<file path="config.mk">
export PLATFORM = sky130hd
export DESIGN_NAME = ct_ifu_bht_wr_ctrl_flat
export DESIGN_NICKNAME = d
export VERILOG_FILES = /design/src/rtl/ct_ifu_bht_pkg.sv /design/src/rtl/ct_ifu_bht_wr_ctrl_if.sv /design/src/rtl/ct_ifu_bht_upd_fifo.sv /design/src/rtl/ct_ifu_bht_wr_ctrl.sv /design/src/flat_wrapper.sv
export SDC_FILE = /design/constraint.sdc
export NUM_CORES = 1
export LEC_CHECK = 0
export BUFFER_PORTS_ARGS = -buffer_cell sky130_fd_sc_hd__buf_2
export CORE_AREA = 2 2 125 96
export CTS_CLUSTER_DIAMETER = 100
export DETAILED_ROUTE_END_ITERATION = 12
export DIE_AREA = 0 0 127 98
export GPL_TIMING_DRIVEN = 0
export PLACE_DENSITY = 0.8
export SLEW_MARGIN = 20
export SYNTH_ARGS = -nofsm -noshare
export SYNTH_HDL_FRONTEND = slang
export SYNTH_SLANG_ARGS = --single-unit
</file>
<file path="constraint.sdc">
create_clock -name forever_cpuclk -period 3.5 [get_ports forever_cpuclk]
set_clock_uncertainty 0.2 [all_clocks]
set_input_delay 0.875 -clock forever_cpuclk [delete_from_list [all_inputs] [get_ports forever_cpuclk]]
set_output_delay 0.875 -clock forever_cpuclk [all_outputs]
set_load 0.05 [all_outputs]
</file>
<file path="src/rtl/ct_ifu_bht_pkg.sv">
// Shared definitions for the IFU BHT write-side controller: FSM encoding,
// counter saturation limits, array geometry and the queued update record.
package ct_ifu_bht_pkg;

    // BHT geometry: 1024 entries, 16 two-bit counters per entry.
    localparam int BHT_IDX_W  = 10;
    localparam int BHT_SLOTS  = 16;
    localparam int BHT_CNT_W  = 2;
    localparam int BHT_LINE_W = BHT_SLOTS * BHT_CNT_W;

    // Counter limits and the value written by the full-array invalidate.
    localparam logic [BHT_CNT_W-1:0] SAT_MAX     = 2'd3;
    localparam logic [BHT_CNT_W-1:0] SAT_MIN     = 2'd0;
    localparam logic [BHT_CNT_W-1:0] BHT_INV_VAL = 2'b01;

    typedef enum logic [1:0] {
        ST_IDLE = 2'd0,
        ST_INV  = 2'd1,
        ST_DONE = 2'd2
    } bht_wr_state_e;

    // One pending array write; the counter is already saturated.
    typedef struct packed {
        logic [BHT_IDX_W-1:0] idx;
        logic [3:0]           offset;
        logic                 sel;
        logic [BHT_CNT_W-1:0] cnt_new;
    } bht_upd_entry_t;

    // Two-bit saturating counter step toward the resolved direction.
    function automatic logic [BHT_CNT_W-1:0] sat_next(input logic [BHT_CNT_W-1:0] cnt,
                                                       input logic taken);
        if (taken) begin
            return (cnt == SAT_MAX) ? SAT_MAX : cnt + 2'd1;
        end
        return (cnt == SAT_MIN) ? SAT_MIN : cnt - 2'd1;
    endfunction

    // Bit write enable covering only the addressed counter slot.
    function automatic logic [BHT_LINE_W-1:0] slot_bwen(input logic [3:0] offset);
        logic [BHT_LINE_W-1:0] m;
        m = 32'h3 << {offset, 1'b0};
        return m;
    endfunction

endpackage

</file>
<file path="src/rtl/ct_ifu_bht_wr_ctrl_if.sv">
// Bundle of the IU update, cp0/ifctrl control and BHT array write signals.
// Handshake: an update is offered when iu_bht_upd_vld is high for one cycle;
// there is no back-pressure, overflow is reported through bht_upd_drop, and
// bht_rd_busy stalls array writes (not updates) for as long as it is high.
interface ct_ifu_bht_wr_ctrl_if
    import ct_ifu_bht_pkg::*;
#(
    parameter int IDX_WIDTH = BHT_IDX_W
);
    logic                  cp0_ifu_bht_en;
    logic                  ifctrl_bht_inv;
    logic                  bht_rd_busy;
    logic                  iu_bht_upd_vld;
    logic [IDX_WIDTH-1:0]  iu_bht_upd_idx;
    logic [3:0]            iu_bht_upd_offset;
    logic                  iu_bht_upd_sel;
    logic [BHT_CNT_W-1:0]  iu_bht_upd_cnt;
    logic                  iu_bht_upd_taken;

    logic                  bht_wr_vld;
    logic [IDX_WIDTH-1:0]  bht_wr_idx;
    logic                  bht_wr_sel_taken;
    logic                  bht_wr_sel_ntake;
    logic [BHT_LINE_W-1:0] bht_wr_bwen;
    logic [BHT_LINE_W-1:0] bht_wr_data;
    logic                  bht_upd_drop;
    logic                  bht_ifctrl_inv_on;
    logic                  bht_ifctrl_inv_done;
    bht_wr_state_e         dbg_state;

    modport master (
        output cp0_ifu_bht_en, ifctrl_bht_inv, bht_rd_busy,
        output iu_bht_upd_vld, iu_bht_upd_idx, iu_bht_upd_offset,
        output iu_bht_upd_sel, iu_bht_upd_cnt, iu_bht_upd_taken,
        input  bht_wr_vld, bht_wr_idx, bht_wr_sel_taken, bht_wr_sel_ntake,
        input  bht_wr_bwen, bht_wr_data, bht_upd_drop,
        input  bht_ifctrl_inv_on, bht_ifctrl_inv_done, dbg_state
    );

    modport slave (
        input  cp0_ifu_bht_en, ifctrl_bht_inv, bht_rd_busy,
        input  iu_bht_upd_vld, iu_bht_upd_idx, iu_bht_upd_offset,
        input  iu_bht_upd_sel, iu_bht_upd_cnt, iu_bht_upd_taken,
        output bht_wr_vld, bht_wr_idx, bht_wr_sel_taken, bht_wr_sel_ntake,
        output bht_wr_bwen, bht_wr_data, bht_upd_drop,
        output bht_ifctrl_inv_on, bht_ifctrl_inv_done, dbg_state
    );
endinterface

</file>
<file path="src/rtl/ct_ifu_bht_upd_fifo.sv">
// Small FIFO holding pending BHT updates. Push and pop may coincide when full;
// clear wins over push/pop in the same cycle.
module ct_ifu_bht_upd_fifo #(
    parameter int DEPTH = 4,
    parameter int DW    = 17
) (
    input  logic          clk_i,
    input  logic          rst_n_i,
    input  logic          clr_i,
    input  logic          push_i,
    input  logic          pop_i,
    input  logic [DW-1:0] wdata_i,
    output logic [DW-1:0] rdata_o,
    output logic          full_o,
    output logic          empty_o
);
    localparam int AW = (DEPTH > 1) ? $clog2(DEPTH) : 1;

    logic [DW-1:0] mem_q [DEPTH];
    logic [AW-1:0] wr_ptr_q;
    logic [AW-1:0] rd_ptr_q;
    logic [AW:0]   cnt_q;

    // Pointer and occupancy tracking; pointers wrap naturally (power-of-2 depth).
    always_ff @(posedge clk_i or negedge rst_n_i) begin
        if (!rst_n_i) begin
            wr_ptr_q <= '0;
            rd_ptr_q <= '0;
            cnt_q    <= '0;
        end else if (clr_i) begin
            wr_ptr_q <= '0;
            rd_ptr_q <= '0;
            cnt_q    <= '0;
        end else begin
            if (push_i) wr_ptr_q <= wr_ptr_q + 1'b1;
            if (pop_i)  rd_ptr_q <= rd_ptr_q + 1'b1;
            if (push_i && !pop_i)      cnt_q <= cnt_q + 1'b1;
            else if (pop_i && !push_i) cnt_q <= cnt_q - 1'b1;
        end
    end

    // Storage needs no reset; occupancy decides what is valid.
    always_ff @(posedge clk_i) begin
        if (push_i && !clr_i) mem_q[wr_ptr_q] <= wdata_i;
    end

    assign rdata_o = mem_q[rd_ptr_q];
    assign full_o  = (cnt_q == (AW+1)'(DEPTH));
    assign empty_o = (cnt_q == '0);
endmodule

</file>
<file path="src/rtl/ct_ifu_bht_wr_ctrl.sv">
// BHT write controller: saturates resolved branch counters, queues them and
// writes the arrays when the read path is idle; also walks the whole array
// on an invalidate request.
module ct_ifu_bht_wr_ctrl
    import ct_ifu_bht_pkg::*;
#(
    parameter int                   IDX_WIDTH = BHT_IDX_W,
    parameter int                   QDEPTH    = 4,
    parameter logic [BHT_CNT_W-1:0] INV_VAL   = BHT_INV_VAL
) (
    input logic                 forever_cpuclk,
    input logic                 cpurst_b,
    ct_ifu_bht_wr_ctrl_if.slave bif
);
    bht_wr_state_e         state_q;
    logic [IDX_WIDTH-1:0]  walk_q;
    logic                  armed_q;
    logic                  wr_vld_q, wr_sel_t_q, wr_sel_n_q;
    logic [IDX_WIDTH-1:0]  wr_idx_q;
    logic [BHT_LINE_W-1:0] wr_bwen_q, wr_data_q;
    logic                  drop_q, inv_on_q, inv_done_q;

    bht_upd_entry_t in_ent, q_ent, wr_ent;
    logic idle, go_inv, can_wr, push_req, q_clr, q_push, q_pop, bypass, wr_go, drop_d;
    logic q_full, q_empty;

    // Update path: saturate, decide bypass/enqueue/drop, pick the write source.
    always_comb begin
        in_ent.idx     = BHT_IDX_W'(bif.iu_bht_upd_idx);
        in_ent.offset  = bif.iu_bht_upd_offset;
        in_ent.sel     = bif.iu_bht_upd_sel;
        in_ent.cnt_new = sat_next(bif.iu_bht_upd_cnt, bif.iu_bht_upd_taken);
        idle     = (state_q == ST_IDLE);
        go_inv   = idle && bif.ifctrl_bht_inv && armed_q;
        q_clr    = !bif.cp0_ifu_bht_en || go_inv;
        can_wr   = idle && bif.cp0_ifu_bht_en && !bif.bht_rd_busy && !go_inv;
        // A saturated counter needs no write, so it never occupies the queue.
        push_req = bif.iu_bht_upd_vld && bif.cp0_ifu_bht_en && idle && !go_inv
                   && (in_ent.cnt_new != bif.iu_bht_upd_cnt);
        q_pop    = can_wr && !q_empty;
        // Empty queue and a free array: write straight through for 1-cycle latency.
        bypass   = can_wr && q_empty && push_req;
        q_push   = push_req && !bypass && (!q_full || q_pop);
        drop_d   = push_req && q_full && !q_pop;
        wr_go    = q_pop || bypass;
        wr_ent   = q_pop ? q_ent : in_ent;
    end

    ct_ifu_bht_upd_fifo #(
        .DEPTH (QDEPTH),
        .DW    ($bits(bht_upd_entry_t))
    ) u_fifo (
        .clk_i   (forever_cpuclk),
        .rst_n_i (cpurst_b),
        .clr_i   (q_clr),
        .push_i  (q_push),
        .pop_i   (q_pop),
        .wdata_i (in_ent),
        .rdata_o (q_ent),
        .full_o  (q_full),
        .empty_o (q_empty)
    );

    // Invalidate FSM and all registered array-write / status outputs.
    always_ff @(posedge forever_cpuclk or negedge cpurst_b) begin
        if (!cpurst_b) begin
            state_q    <= ST_IDLE;
            walk_q     <= '0;
            armed_q    <= 1'b1;
            wr_vld_q   <= 1'b0;
            wr_idx_q   <= '0;
            wr_sel_t_q <= 1'b0;
            wr_sel_n_q <= 1'b0;
            wr_bwen_q  <= '0;
            wr_data_q  <= '0;
            drop_q     <= 1'b0;
            inv_on_q   <= 1'b0;
            inv_done_q <= 1'b0;
        end else begin
            wr_vld_q   <= 1'b0;
            inv_done_q <= 1'b0;
            drop_q     <= drop_d;
            case (state_q)
                ST_IDLE: begin
                    // A held-high request re-arms only after being seen low here.
                    armed_q <= !bif.ifctrl_bht_inv;
                    if (go_inv) begin
                        // Entry 0 is written on the way in, so the walk resumes at 1.
                        state_q    <= ST_INV;
                        inv_on_q   <= 1'b1;
                        walk_q     <= IDX_WIDTH'(1);
                        wr_vld_q   <= 1'b1;
                        wr_idx_q   <= '0;
                        wr_sel_t_q <= 1'b1;
                        wr_sel_n_q <= 1'b1;
                        wr_bwen_q  <= '1;
                        wr_data_q  <= {BHT_SLOTS{INV_VAL}};
                    end else if (wr_go) begin
                        wr_vld_q   <= 1'b1;
                        wr_idx_q   <= IDX_WIDTH'(wr_ent.idx);
                        wr_sel_t_q <= wr_ent.sel;
                        wr_sel_n_q <= !wr_ent.sel;
                        wr_bwen_q  <= slot_bwen(wr_ent.offset);
                        wr_data_q  <= {BHT_SLOTS{wr_ent.cnt_new}};
                    end
                end
                ST_INV: begin
                    // Read path is blocked by ifctrl while inv_on, so no rd_busy hold.
                    wr_vld_q   <= 1'b1;
                    wr_idx_q   <= walk_q;
                    wr_sel_t_q <= 1'b1;
                    wr_sel_n_q <= 1'b1;
                    wr_bwen_q  <= '1;
                    wr_data_q  <= {BHT_SLOTS{INV_VAL}};
                    if (walk_q == {IDX_WIDTH{1'b1}}) state_q <= ST_DONE;
                    else                             walk_q  <= walk_q + 1'b1;
                end
                ST_DONE: begin
                    inv_on_q   <= 1'b0;
                    inv_done_q <= 1'b1;
                    walk_q     <= '0;
                    state_q    <= ST_IDLE;
                end
                default: state_q <= ST_IDLE;
            endcase
        end
    end

    assign bif.bht_wr_vld          = wr_vld_q;
    assign bif.bht_wr_idx          = wr_idx_q;
    assign bif.bht_wr_sel_taken    = wr_sel_t_q;
    assign bif.bht_wr_sel_ntake    = wr_sel_n_q;
    assign bif.bht_wr_bwen         = wr_bwen_q;
    assign bif.bht_wr_data         = wr_data_q;
    assign bif.bht_upd_drop        = drop_q;
    assign bif.bht_ifctrl_inv_on   = inv_on_q;
    assign bif.bht_ifctrl_inv_done = inv_done_q;
    assign bif.dbg_state           = state_q;
endmodule

</file>
<file path="src/flat_wrapper.sv">
// flat-port wrapper written by rule: the top's interface ports become plain ports
module ct_ifu_bht_wr_ctrl_flat import ct_ifu_bht_pkg::*;
#(
    parameter int                   IDX_WIDTH = BHT_IDX_W,
    parameter int                   QDEPTH    = 4,
    parameter logic [BHT_CNT_W-1:0] INV_VAL   = BHT_INV_VAL
)
  (forever_cpuclk, cpurst_b, bif_cp0_ifu_bht_en, bif_ifctrl_bht_inv, bif_bht_rd_busy, bif_iu_bht_upd_vld, bif_iu_bht_upd_idx, bif_iu_bht_upd_offset, bif_iu_bht_upd_sel, bif_iu_bht_upd_cnt, bif_iu_bht_upd_taken, bif_bht_wr_vld, bif_bht_wr_idx, bif_bht_wr_sel_taken, bif_bht_wr_sel_ntake, bif_bht_wr_bwen, bif_bht_wr_data, bif_bht_upd_drop, bif_bht_ifctrl_inv_on, bif_bht_ifctrl_inv_done, bif_dbg_state);
  ct_ifu_bht_wr_ctrl_if #(.IDX_WIDTH(IDX_WIDTH)) bif_i ();
  input logic forever_cpuclk;
  input logic cpurst_b;
  input wire logic [$bits(bif_i.cp0_ifu_bht_en)-1:0] bif_cp0_ifu_bht_en;
  input wire logic [$bits(bif_i.ifctrl_bht_inv)-1:0] bif_ifctrl_bht_inv;
  input wire logic [$bits(bif_i.bht_rd_busy)-1:0] bif_bht_rd_busy;
  input wire logic [$bits(bif_i.iu_bht_upd_vld)-1:0] bif_iu_bht_upd_vld;
  input wire logic [$bits(bif_i.iu_bht_upd_idx)-1:0] bif_iu_bht_upd_idx;
  input wire logic [$bits(bif_i.iu_bht_upd_offset)-1:0] bif_iu_bht_upd_offset;
  input wire logic [$bits(bif_i.iu_bht_upd_sel)-1:0] bif_iu_bht_upd_sel;
  input wire logic [$bits(bif_i.iu_bht_upd_cnt)-1:0] bif_iu_bht_upd_cnt;
  input wire logic [$bits(bif_i.iu_bht_upd_taken)-1:0] bif_iu_bht_upd_taken;
  output wire logic [$bits(bif_i.bht_wr_vld)-1:0] bif_bht_wr_vld;
  output wire logic [$bits(bif_i.bht_wr_idx)-1:0] bif_bht_wr_idx;
  output wire logic [$bits(bif_i.bht_wr_sel_taken)-1:0] bif_bht_wr_sel_taken;
  output wire logic [$bits(bif_i.bht_wr_sel_ntake)-1:0] bif_bht_wr_sel_ntake;
  output wire logic [$bits(bif_i.bht_wr_bwen)-1:0] bif_bht_wr_bwen;
  output wire logic [$bits(bif_i.bht_wr_data)-1:0] bif_bht_wr_data;
  output wire logic [$bits(bif_i.bht_upd_drop)-1:0] bif_bht_upd_drop;
  output wire logic [$bits(bif_i.bht_ifctrl_inv_on)-1:0] bif_bht_ifctrl_inv_on;
  output wire logic [$bits(bif_i.bht_ifctrl_inv_done)-1:0] bif_bht_ifctrl_inv_done;
  output wire logic [$bits(bif_i.dbg_state)-1:0] bif_dbg_state;
  assign bif_i.cp0_ifu_bht_en = bif_cp0_ifu_bht_en;
  assign bif_i.ifctrl_bht_inv = bif_ifctrl_bht_inv;
  assign bif_i.bht_rd_busy = bif_bht_rd_busy;
  assign bif_i.iu_bht_upd_vld = bif_iu_bht_upd_vld;
  assign bif_i.iu_bht_upd_idx = bif_iu_bht_upd_idx;
  assign bif_i.iu_bht_upd_offset = bif_iu_bht_upd_offset;
  assign bif_i.iu_bht_upd_sel = bif_iu_bht_upd_sel;
  assign bif_i.iu_bht_upd_cnt = bif_iu_bht_upd_cnt;
  assign bif_i.iu_bht_upd_taken = bif_iu_bht_upd_taken;
  assign bif_bht_wr_vld = bif_i.bht_wr_vld;
  assign bif_bht_wr_idx = bif_i.bht_wr_idx;
  assign bif_bht_wr_sel_taken = bif_i.bht_wr_sel_taken;
  assign bif_bht_wr_sel_ntake = bif_i.bht_wr_sel_ntake;
  assign bif_bht_wr_bwen = bif_i.bht_wr_bwen;
  assign bif_bht_wr_data = bif_i.bht_wr_data;
  assign bif_bht_upd_drop = bif_i.bht_upd_drop;
  assign bif_bht_ifctrl_inv_on = bif_i.bht_ifctrl_inv_on;
  assign bif_bht_ifctrl_inv_done = bif_i.bht_ifctrl_inv_done;
  assign bif_dbg_state = bif_i.dbg_state;
  ct_ifu_bht_wr_ctrl #(.IDX_WIDTH(IDX_WIDTH), .QDEPTH(QDEPTH), .INV_VAL(INV_VAL)) u_core (.forever_cpuclk(forever_cpuclk), .cpurst_b(cpurst_b), .bif(bif_i));
endmodule
</file>
# [Yosys cells after proc, flatten, opt, wreduce, memory -nomap -nowiden]
# Memory sizes are Yosys's and may differ from the RTL's.
# Index checks and enable logic that the tools add are counted.
[classes] n_reduce_logical=46 eq_ne=10 muxes=42 shift=1 n_addsub=7
[op_table] cell="2-to-1 mux 32 bit" count=4
[op_table] cell="case mux 32 bit (2 select lines)" count=2
[op_table] cell="2-to-1 mux 10 bit" count=4
[op_table] cell="left shift 2 x 5 -> 32 bit, first input constant" count=1
[op_table] cell="case mux 10 bit (3 select lines)" count=1
[op_table] cell="2-to-1 mux 2 bit" count=10
[op_table] cell="case mux 10 bit (2 select lines)" count=1
[op_table] cell="logical AND 1 bit" count=19
[op_table] cell="2-to-1 mux 17 bit" count=1
[op_table] cell="zero test 1 bit" count=11
[op_table] cell="2-to-1 mux 1 bit" count=11
[op_table] cell="adder 10 x 1 -> 10 bit, second input constant" count=1
[op_table] cell="equality test 10 bit, second input constant" count=1
[op_table] cell="2-to-1 mux 3 bit" count=3
[op_table] cell="case mux 1 bit (2 select lines)" count=4
[op_table] cell="nonzero test 2 bit" count=4
[op_table] cell="adder 2 x 1 -> 2 bit, second input constant" count=3
[op_table] cell="AND reduction 2 bit" count=3
[op_table] cell="nonzero test 3 bit" count=2
[op_table] cell="equality test 2 bit, second input constant" count=2
[op_table] cell="zero test 2 bit" count=2
[op_table] cell="!= test 2 bit, second input constant" count=2
[op_table] cell="case mux 2 bit (2 select lines)" count=1
[op_table] cell="adder 3 x 1 -> 3 bit, second input constant" count=1
[op_table] cell="10 further kinds" count=12
[totals] out_inout_bits=82 regBits=100 mem_count=1 mem_bits_rw=68
[memory_table] memory="u_core.u_fifo.mem_q" words=4 width=17 read_ports=1 rd_clocked_by_memory_dff=0 wr=1 line="ct_ifu_bht_upd_fifo.sv:19" source="logic [DW-1:0] mem_q [DEPTH];"

# [Logic depth before layout (Yosys ltp)]
# Gate-level depths: netlist (run 1).
[logic_depth] word_depth=15 depth_mapped=12 mapped_depth_nobuf=11

# [Modules after synthesis]
# From an unflattened synthesis (run 1), not the netlist that was laid out.
[unflattened] cells_unflattened=474 area_unflattened_um2=6222.2
[modules_own_cells] module="ct_ifu_bht_wr_ctrl" cells_each=340 n_inst=1 area_per_inst_um2=3283.1
[modules_own_cells] module="ct_ifu_bht_upd_fifo" cells_each=134 n_inst=1 area_per_inst_um2=2939.1

# [Least setup slack after synthesis (run 1)]
# No wires, ideal clock.
[synth_path] kind="register to register" from="register u_core.state_q[0], in the netlist u_core.bif.dbg_state[0]" to="register u_core.u_fifo.cnt_q[2]" setup_ns=0.078 path_slack_ns=0.285 required_time_ns=3.222 t_arrival_ns=2.938 path_stages_with_launch=13 n_path_buf=1 path_cell_list="dfrtp_1 -> inv_1 -> ha_1 -> a21boi_2 -> buf_4 -> o2111ai_1 -> nor2_2 -> ha_1 -> inv_1 -> fa_1 -> xor2_1 -> or3_1 -> a21oi_1"
[synth_between] elab_chain_len=13
[synth_rtl] element="start: declaration" line="ct_ifu_bht_wr_ctrl.sv:15" source="bht_wr_state_e state_q;"
[synth_rtl] element="start signal: assignment" line="ct_ifu_bht_wr_ctrl.sv:67" source="state_q <= ST_IDLE;"
[synth_rtl] element="start signal: assignment" line="ct_ifu_bht_wr_ctrl.sv:89" source="state_q <= ST_INV;"
[synth_rtl] element="start signal: assignment" line="ct_ifu_bht_wr_ctrl.sv:115" source="if (walk_q == {IDX_WIDTH{1'b1}}) state_q <= ST_DONE;"
[synth_rtl] element="zero test 2 bit *" line="ct_ifu_bht_wr_ctrl.sv:33" source="idle = (state_q == ST_IDLE);"
[synth_rtl] element="logical AND 1 bit (2 in series)" line="ct_ifu_bht_wr_ctrl.sv:34" source="go_inv = idle && bif.ifctrl_bht_inv && armed_q;"
[synth_rtl] element="zero test 1 bit" line="ct_ifu_bht_wr_ctrl.sv:36, ct_ifu_bht_wr_ctrl.sv:38"
[synth_rtl] element="logical AND 1 bit, on equally long branches" line="ct_ifu_bht_wr_ctrl.sv:36, ct_ifu_bht_wr_ctrl.sv:38"
[synth_rtl] element="logical AND 1 bit, on equally long branches" line="ct_ifu_bht_wr_ctrl.sv:42, ct_ifu_bht_wr_ctrl.sv:39"
[synth_rtl] element="logical AND 1 bit" line="ct_ifu_bht_wr_ctrl.sv:42" source="bypass = can_wr && q_empty && push_req;"
[synth_rtl] element="zero test 1 bit" line="ct_ifu_bht_wr_ctrl.sv:43" source="q_push = push_req && !bypass && (!q_full || q_pop);"
[synth_rtl] element="logical AND 1 bit (2 in series)" line="ct_ifu_bht_wr_ctrl.sv:43"
[synth_rtl] element="logical AND 1 bit / zero test 1 bit (equally long branches)" line="ct_ifu_bht_upd_fifo.sv:37, ct_ifu_bht_upd_fifo.sv:38"
[synth_rtl] element="2-to-1 mux 3 bit / logical AND 1 bit (equally long branches)" line="ct_ifu_bht_upd_fifo.sv:37, ct_ifu_bht_upd_fifo.sv:38"
[synth_rtl] element="2-to-1 mux 3 bit / nonzero test 3 bit (equally long branches)"
[synth_rtl] element="end signal: assignment" line="ct_ifu_bht_upd_fifo.sv:37" source="if (push_i && !pop_i) cnt_q <= cnt_q + 1'b1;"
[synth_rtl] element="end signal: assignment" line="ct_ifu_bht_upd_fifo.sv:38" source="else if (pop_i && !push_i) cnt_q <= cnt_q - 1'b1;"
[synth_rtl] element="end: declaration" line="ct_ifu_bht_upd_fifo.sv:22" source="logic [AW:0] cnt_q;"
# Mark *: on every way between the ends. The rest lies on a longest branch, timed or not.
# A chain may end at the register's enable or synchronous reset.

# [Worst setup path in the final report (run 1)]
# Ends and elaborated chain as after synthesis.

==> impl_results.rst, run 1 <==
.. list-table::
   :header-rows: 1

   * - Metric
     - Value
   * - Result of the run
     - finished clean
   * - Endpoints failing hold
     - 0
   * - Post-route DRC
     - 0
   * - Die outline width
     - ~130 µm
   * - CTS Sinks
     - about 120
   * - Crit-path max cell delay
     - around 0.43 ns
   * - Weighted congestion at the end of routability-driven global placement
     - around 0.91
   * - Hold/Removal Path Class
     - input pin to async pin
   * - Final wirelength
     - 15,200 µm
   * - Vias after detailed routing
     - roughly 4,600
   * - Avg Cell Area, Syn
     - 12.8 µm²
   * - Global routing usage summed across all routing layers
     - 25.3%
   * - Worst reg2reg path startpoint
     - u_core.bif.dbg_state[0]$_DFFE_PN0P_
   * - Total number of H-tree levels
     - 4
   * - Cell Pwr Density
     - ~800 nW/µm²
   * - Total Nets Final
     - 651
   * - I/O pin total
     - roughly 110
   * - Iter 0 DRT Violations
     - 450
   * - Highest routed layer
     - met4
   * - Total negative setup slack
     - 0 ns
   * - FF-to-FF path depth
     - 12
   * - Remaining max-slew budget at the tightest pin
     - 38.2%
   * - Crit Path Category
     - flop to flop
   * - Number of synthesis warnings
     - 0
   * - Global-route wire length before repair
     - approximately 24,000 µm
   * - Top library cells by usage in the layout, fill and taps aside
     - sky130_fd_sc_hd__buf_2 (111), sky130_fd_sc_hd__edfxtp_1 (68), sky130_fd_sc_hd__dfrtp_1 (53), sky130_fd_sc_hd__buf_4 (49), sky130_fd_sc_hd__nand2_1 (31)
   * - Post-synthesis sequential area ratio
     - between 50 and 60%
   * - Placeable Area
     - 11,300 µm²
   * - Post-route antenna net violation count
     - 0
   * - RSZ-0062 raised after global routing
     - no
   * - Worst Hold Slack
     - between 0.3 and 0.4 ns
   * - Half-perimeter wire length of the detailed placement result
     - around 11,000 µm
   * - Cts bufs inserted
     - 17
   * - Clock tree from TritonCTS
     - built
   * - Number of nets in the synthesized netlist
     - around 530
   * - Number of enable-type register cells in the synthesized netlist
     - 68
   * - Leak pwr
     - about 2.9 nW
   * - Worst setup path start
     - u_core.bif.dbg_state[0]$_DFFE_PN0P_
   * - Commonest non-fill, non-tap cell in the layout
     - sky130_fd_sc_hd__buf_2
   * - CP Cell Sequence
     - inv_1 -> ha_2 -> a21boi_4 -> buf_4 -> o2111ai_1 -> nor2_2 -> ha_1 -> inv_1 -> fa_1 -> xor2_1 -> or3_1 -> a21oi_1
   * - Routed vias/inst
     - 5.97
   * - Critical path data arrival time
     - approximately 3.5 ns
   * - Worst path most repeated cell
     - sky130_fd_sc_hd__inv_1
   * - Syn Inst Count
     - 490
   * - Number of standard-cell rows in the floorplan
     - 34
   * - Worst vdd rail ir drop
     - about 0.46 mV
   * - Total of max-cap violations
     - 0
   * - Remaining global-route overflow
     - 0
   * - Initial antenna violation count
     - 0
   * - Met3 WL post-DR
     - 1030 µm
   * - Critical Path Stages
     - 12
   * - Cts hold-fix bufs
     - 0
   * - WL per Instance
     - between 15 and 20 µm
   * - Max Fclk
     - between 200 and 300 MHz
   * - Number of buffers added on ports
     - about 110
   * - Die area
     - 12,400 µm²
   * - Number of detailed-route iterations in the first pass
     - 5
   * - Fin util
     - between 60% and 70%
   * - Least-Margin Pin Slew
     - around 0.93 ns
   * - Overall power of the completed layout
     - a little over 6 mW
   * - Post-layout min period
     - 3.34 ns
   * - Layout Area Growth over Synthesis
     - 21.2%
   * - Number of buffers on the longest clock path
     - 2
   * - Critical Path Sink Type
     - flop
   * - Clock input transition at the sequential cells of the worst setup and hold paths
     - around 0.060 ns
   * - Number of global-route vias before repair
     - 4,383
   * - Starting Density
     - 55.4%
   * - Number of diodes added for antenna fixing
     - 0
   * - Final slew viol count
     - 0
   * - Largest fanout on the critical path
     - 10
   * - Finish-stage setup viols
     - 0
   * - Number of buffer and inverter instances along the worst setup path
     - 3
   * - Async S/R FF share, synth
     - between 40% and 50%
   * - Height of the chip
     - about 100 µm
   * - Synthesized cell area
     - 6270 µm²
   * - CP max-delay cell
     - sky130_fd_sc_hd__dfrtp_1
   * - Worst-skew pair later-pin latency
     - 0.42 ns
   * - Post-Route M1 WL
     - around 6700 µm
   * - Category of cells accounting for the largest share of critical-path delay
     - adder cells
   * - Amount of wire on met2 after detailed routing
     - between 7000 and 8000 µm
   * - Largest net degree at the start of global routing
     - between 50 and 60
   * - Synth cell types
     - between 60 and 70
   * - Launching element type of the critical path
     - flop
   * - Share of post-route cells with drive strength above 1
     - 39.2%
   * - Synth Flop Type
     - sky130_fd_sc_hd__edfxtp_1
   * - Synthesis-stage register bit count
     - 122
   * - Required time reported for the critical path endpoint
     - 3.64 ns
   * - Share of the cycle needed by the critical path after routing
     - between 90% and 100%
   * - Clk Tree Root Cell
     - sky130_fd_sc_hd__clkbuf_16
## where the power goes
group,internal [mW],switching (mW)
clock,1.08,0.691
combinational,0.724,1.71
sequential,1.70,0.157
total,3.50,2.56
## registers in the layout, summed over array words and instances, names as in the netlist
signal and flops:
u_core.bif.dbg_state 2, u_core.bif.bht_wr_vld 1, u_core.bif.bht_wr_data 2, u_core.u_fifo.rd_ptr_q 2, u_core.bif.bht_ifctrl_inv_done 1, u_core.walk_q 10
u_core.u_fifo.cnt_q 3, u_core.bif.bht_wr_idx 10, u_core.bif.bht_upd_drop 1, u_core.bif.bht_ifctrl_inv_on 1, u_core.armed_q 1, u_core.bif.bht_wr_sel_ntake 1
u_core.u_fifo.mem_q 68, u_core.bif.bht_wr_bwen 16, u_core.bif.bht_wr_sel_taken 1, u_core.u_fifo.wr_ptr_q 2
## worst paths after layout
check	endpoint	slack, ns
max in group asynchronous	u_core.u_fifo.rd_ptr_q[0]$_DFFE_PN0P_	2.32
worst max-delay path	u_core.u_fifo.cnt_q[2]$_DFFE_PN0P_	0.16
worst max register to register	u_core.u_fifo.cnt_q[2]$_DFFE_PN0P_	0.16
worst min register to register	u_core.bif.bht_ifctrl_inv_on$_DFFE_PN0P_	0.31
min in group forever_cpuclk	u_core.bif.bht_ifctrl_inv_on$_DFFE_PN0P_	0.31
worst min-delay path	u_core.bif.bht_wr_bwen[5]$_DFFE_PN0P_	0.31
## stage by stage
stage / setup slack, ns / cells / cell area [µm²]
floorplan: 0.285 / 490 / 6270
global placement: -0.0351 / 739 / 6970
detailed placement: -0.194 / 739 / 6980
CTS: 0.153 / 772 / 7580
global route: 0.0256 / 772 / 7590
finish: 0.158 / 772 / 7590
## logic make-up (layout without fill, tap and decap cells)
group	count (synthesis)	count (layout)	share of synthesized area (%)
fa+ha+maj	12	12	2.52
mux	29	29	8.19
compound gates	99	99	12.1
buf+inv	93	231	9.48
simple gates	131	131	13.0
xor+xnor	4	4	0.559
flops	122	122	54.2
## worst register-to-register path, delay by kind of cell (launching register included)
| family | cells | cell delay [ns] |
|---|---|---|
| adders and majority gates | 3 | 0.83 |
| AOI/OAI and AO/OA | 3 | 0.68 |
| and+or+nand+nor | 2 | 0.53 |
| DFF | 1 | 0.43 |
| buffers and inverters | 3 | 0.41 |
| xor gates and xnor gates | 1 | 0.18 |
## synth_stat cells (all sizes together) (3+ instances only)
library cell	count	share of area, %
a211oi	10	1.2
buf	62	7.6
a21oi	6	0.48
mux4	16	6.0
clkbuf	13	0.78
nand4	4	0.40
xor2	4	0.56
edfxtp	68	33
nor4	7	0.94
mux2	6	1.1
nor3	24	1.9
o21ai	18	1.4
nand3	7	0.84
o31ai	4	0.48
or3	3	0.30
nand2	31	1.9
and2	7	0.72
nand2b	6	0.60
and3	6	0.68
inv	18	1.1
nor2	13	0.82
a41oi	3	0.42
a31oi	19	2.1
nor4b	8	1.9
and4	9	1.3
ha	11	2.2
o32a	16	2.6
o41ai	10	1.5
mux2i	7	1.1
dfrtp	53	21
## layout make-up
cell class | instances | area, µm²
buffer | 75 | 527
clock buffer | 18 | 439
clock inverter | 14 | 161
fill | 827 | 3720
inverter | 18 | 67.6
multi-input combinational | 275 | 2290
sequential | 122 | 3390
tap | 144 | 180
timing repair buffer | 106 | 536
## what timing repair did
item,CTS,global route
endpoints found under the setup margin,1,7
resized for setup,0,2
setup buffers,1,0
pin swaps,1,0
hold endpoints to repair,0,0
## per-layer routing
layer	up-vias	track usage, %
li1	2097	-
met1	2282	36.2
met2	211	39.0
met3	22	5.59
met4	0	8.79
met5	-	0
Note: power is estimated with default switching activity, not from simulation.
==> inputs of run 2 (changes only) <==
PLACE_DENSITY = 0.88   (was 0.8)
SKIP_CTS_REPAIR_TIMING = 1   (was not set)
==> run 2 against run 1 <==
Routed wire length fell by 1.4%. Combinational power barely moved. Sequential power barely moved.
==> impl_results.rst, run 2 (synthesized netlist as in run 1, its figures left out) <==
.. list-table::
   :header-rows: 1

   * - Metric
     - Value
   * - Internal power of the cells
     - 3.47 mW
   * - WL per Instance
     - around 19 µm
   * - Total of max-cap violations
     - 0
   * - Die outline width
     - between 100 and 150 µm
   * - Post-route DRC
     - 0
   * - Worst reg2reg path startpoint
     - u_core.bif.dbg_state[0]$_DFFE_PN0P_
   * - Terminus of the critical flop-to-flop path
     - u_core.u_fifo.cnt_q[2]$_DFFE_PN0P_
   * - Placeable Area
     - ~11,000 µm²
   * - Number of flip-flops under the largest register name
     - between 60 and 70
   * - Critical Path Sink Type
     - flop
   * - Layout Area Growth over Synthesis
     - 20.7%
   * - Fin util
     - about two thirds
   * - Final slew viol count
     - 0
   * - Combinational share of power
     - about two fifths
   * - Vias after detailed routing
     - 4,689
   * - Total number of H-tree levels
     - 4
   * - Number of detailed-route iterations in the first pass
     - 5
   * - Routed vias/inst
     - approximately 6
   * - Critical path data arrival time
     - about 3.5 ns
   * - Sequential share of power
     - a little under a third
   * - Global routing usage summed across all routing layers
     - approximately a quarter
   * - Number of global-route vias before repair
     - between 4,000 and 5,000
   * - CTS Sinks
     - approximately 120
   * - Initial antenna violation count
     - 0
   * - Clock input transition at the sequential cells of the worst setup and hold paths
     - roughly 0.060 ns
   * - Required time reported for the critical path endpoint
     - 3.64 ns
   * - Weighted congestion at the end of routability-driven global placement
     - just over 0.9
   * - Largest register by flop count
     - u_core.u_fifo.mem_q
   * - Remaining global-route overflow
     - 0
   * - Final wirelength
     - ~15,000 µm
   * - Post-layout min period
     - about 3.3 ns
   * - RSZ-0062 raised after global routing
     - no
   * - Sw frac
     - 42.2%
   * - Crit Path Category
     - flop to flop
   * - Iter 0 DRT Violations
     - about 560
   * - Total Nets Final
     - between 600 and 700
   * - FF-to-FF path depth
     - 12
   * - NetSw
     - 2.53 mW
   * - Worst-skew pair later-pin latency
     - 0.42 ns
   * - Cts bufs inserted
     - 17
   * - Launching element type of the critical path
     - flop
   * - Clock tree from TritonCTS
     - built
   * - Post-route antenna net violation count
     - 0
   * - Hold/Removal Path Class
     - input pin to async pin
   * - Remaining max-slew budget at the tightest pin
     - a little over a third
   * - Endpoints failing hold
     - 0
   * - I/O pin total
     - 106
   * - Overall power of the completed layout
     - between 5 and 6 mW
   * - Finish-stage setup viols
     - 0
   * - Number of buffers added on ports
     - 105
   * - Met3 layer usage reported by global route
     - under 10%
   * - Top library cells by usage in the layout, fill and taps aside
     - sky130_fd_sc_hd__buf_2 (111), sky130_fd_sc_hd__edfxtp_1 (68), sky130_fd_sc_hd__dfrtp_1 (53), sky130_fd_sc_hd__buf_4 (49), sky130_fd_sc_hd__nand2_1 (31)
   * - Worst vdd rail ir drop
     - 0.462 mV
   * - Max Fclk
     - roughly 300 MHz
   * - Result of the run
     - finished clean
   * - Number of diodes added for antenna fixing
     - 0
   * - Clk Tree Root Cell
     - sky130_fd_sc_hd__clkbuf_16
   * - Global route hottest layer
     - met2
   * - Half-perimeter wire length of the detailed placement result
     - between 10,000 and 15,000 µm
   * - Height of the chip
     - just under 100 µm
   * - Relative contribution of the clock network to total power
     - ~28%
   * - Met2 track demand over resource
     - 37.8%
   * - Least-Margin Pin Slew
     - ~0.97 ns
   * - Largest net degree at the start of global routing
     - 55
   * - R2R setup slack
     - ~0.19 ns
   * - Leak pwr
     - ~2.9 nW
   * - Share of post-route cells with drive strength above 1
     - just under 40%
   * - Starting Density
     - a little under three fifths
   * - Number of buffers on the longest clock path
     - 2
   * - Largest fanout on the critical path
     - 10
   * - Number of standard-cell rows in the floorplan
     - 34
   * - Global-route wire length before repair
     - around 24,000 µm
   * - Die area
     - about 12,000 µm²
   * - Share of the cycle needed by the critical path after routing
     - a little over nine tenths
   * - Commonest non-fill, non-tap cell in the layout
     - sky130_fd_sc_hd__buf_2
   * - Met1 Track Usage GR
     - between 30% and 40%
   * - Cell Pwr Density
     - roughly 790 nW/µm²
## run 2: cell types whose count changed in the layout (fill, tap and decap cells not counted), sizes merged
cell and delta:
clkinv +2, inv -2, clkbuf -1, clkinvlp +1
## run 2: how the worst max path moves through the flow
stage	end	start	slack (ns)
detailed placement	u_core.u_fifo.cnt_q[2]$_DFFE_PN0P_	bif_ifctrl_bht_inv	-0.13
global route	u_core.u_fifo.cnt_q[2]$_DFFE_PN0P_	u_core.bif.dbg_state[0]$_DFFE_PN0P_	0.02
global placement	u_core.u_fifo.cnt_q[2]$_DFFE_PN0P_	bif_ifctrl_bht_inv	-0.006
floorplan	u_core.u_fifo.cnt_q[2]$_DFFE_PN0P_	u_core.bif.dbg_state[0]$_DFFE_PN0P_	0.28
finish	u_core.u_fifo.cnt_q[2]$_DFFE_PN0P_	u_core.bif.dbg_state[0]$_DFFE_PN0P_	0.19
CTS	u_core.u_fifo.cnt_q[2]$_DFFE_PN0P_	u_core.bif.dbg_state[0]$_DFFE_PN0P_	-0.04
## run 2: layout make-up
type	count	area (µm²)
Buffer	75	527
Inverter	18	67.6
Timing Repair Buffer	106	536
Multi-Input combinational cell	275	2290
Tap cell	144	180
Clock inverter	15	149
Clock buffer	17	425
Sequential cell	122	3390
Fill cell	776	3750
## run 2: per-stage QoR
stage | TNS, ns | instance area, µm² | hold WS (ns) | setup slack (ns) | instances
global route | 0 | 7570 | 0.337 | 0.0190 | 772
finish | 0 | 7570 | 0.314 | 0.188 | 772
detailed placement | -0.128 | 6980 | 0.308 | -0.128 | 739
floorplan | 0 | 6270 | 0.285 | 0.285 | 490
CTS | -0.0369 | 7550 | 0.325 | -0.0369 | 771
global placement | -0.00628 | 6970 | 0.298 | -0.00628 | 739
## run 2: worst max-delay path, cell delays in order, from the launching register on
cell and delay, ns:
sky130_fd_sc_hd__dfrtp_1 0.42, sky130_fd_sc_hd__inv_1 0.14, sky130_fd_sc_hd__ha_2 0.26, sky130_fd_sc_hd__a21boi_4 0.26, sky130_fd_sc_hd__buf_4 0.21, sky130_fd_sc_hd__o2111ai_1 0.24, sky130_fd_sc_hd__nor2_2 0.20, sky130_fd_sc_hd__ha_1 0.22
sky130_fd_sc_hd__inv_1 0.07, sky130_fd_sc_hd__fa_1 0.37, sky130_fd_sc_hd__xor2_1 0.18, sky130_fd_sc_hd__or3_1 0.32, sky130_fd_sc_hd__a21oi_1 0.14
## run 2: power groups by stage
stage / Combinational [mW] / Sequential [mW] / Clock, mW
detailed placement: 2.39 / 1.89 / 0
CTS: 2.41 / 1.86 / 1.71
global placement: 2.34 / 1.87 / 0
floorplan: 1.42 / 2.30 / 0
finish: 2.43 / 1.87 / 1.70
global route: 2.56 / 1.89 / 1.79
## run 2: per-layer routing
layer	vias to the layer above	wire, µm	part of all wire [%]
li1	2102	-	-
met1	2310	6380	42
met2	244	6950	46
met3	33	1350	9.0
met4	0	339	2.3
met5	-	0	0
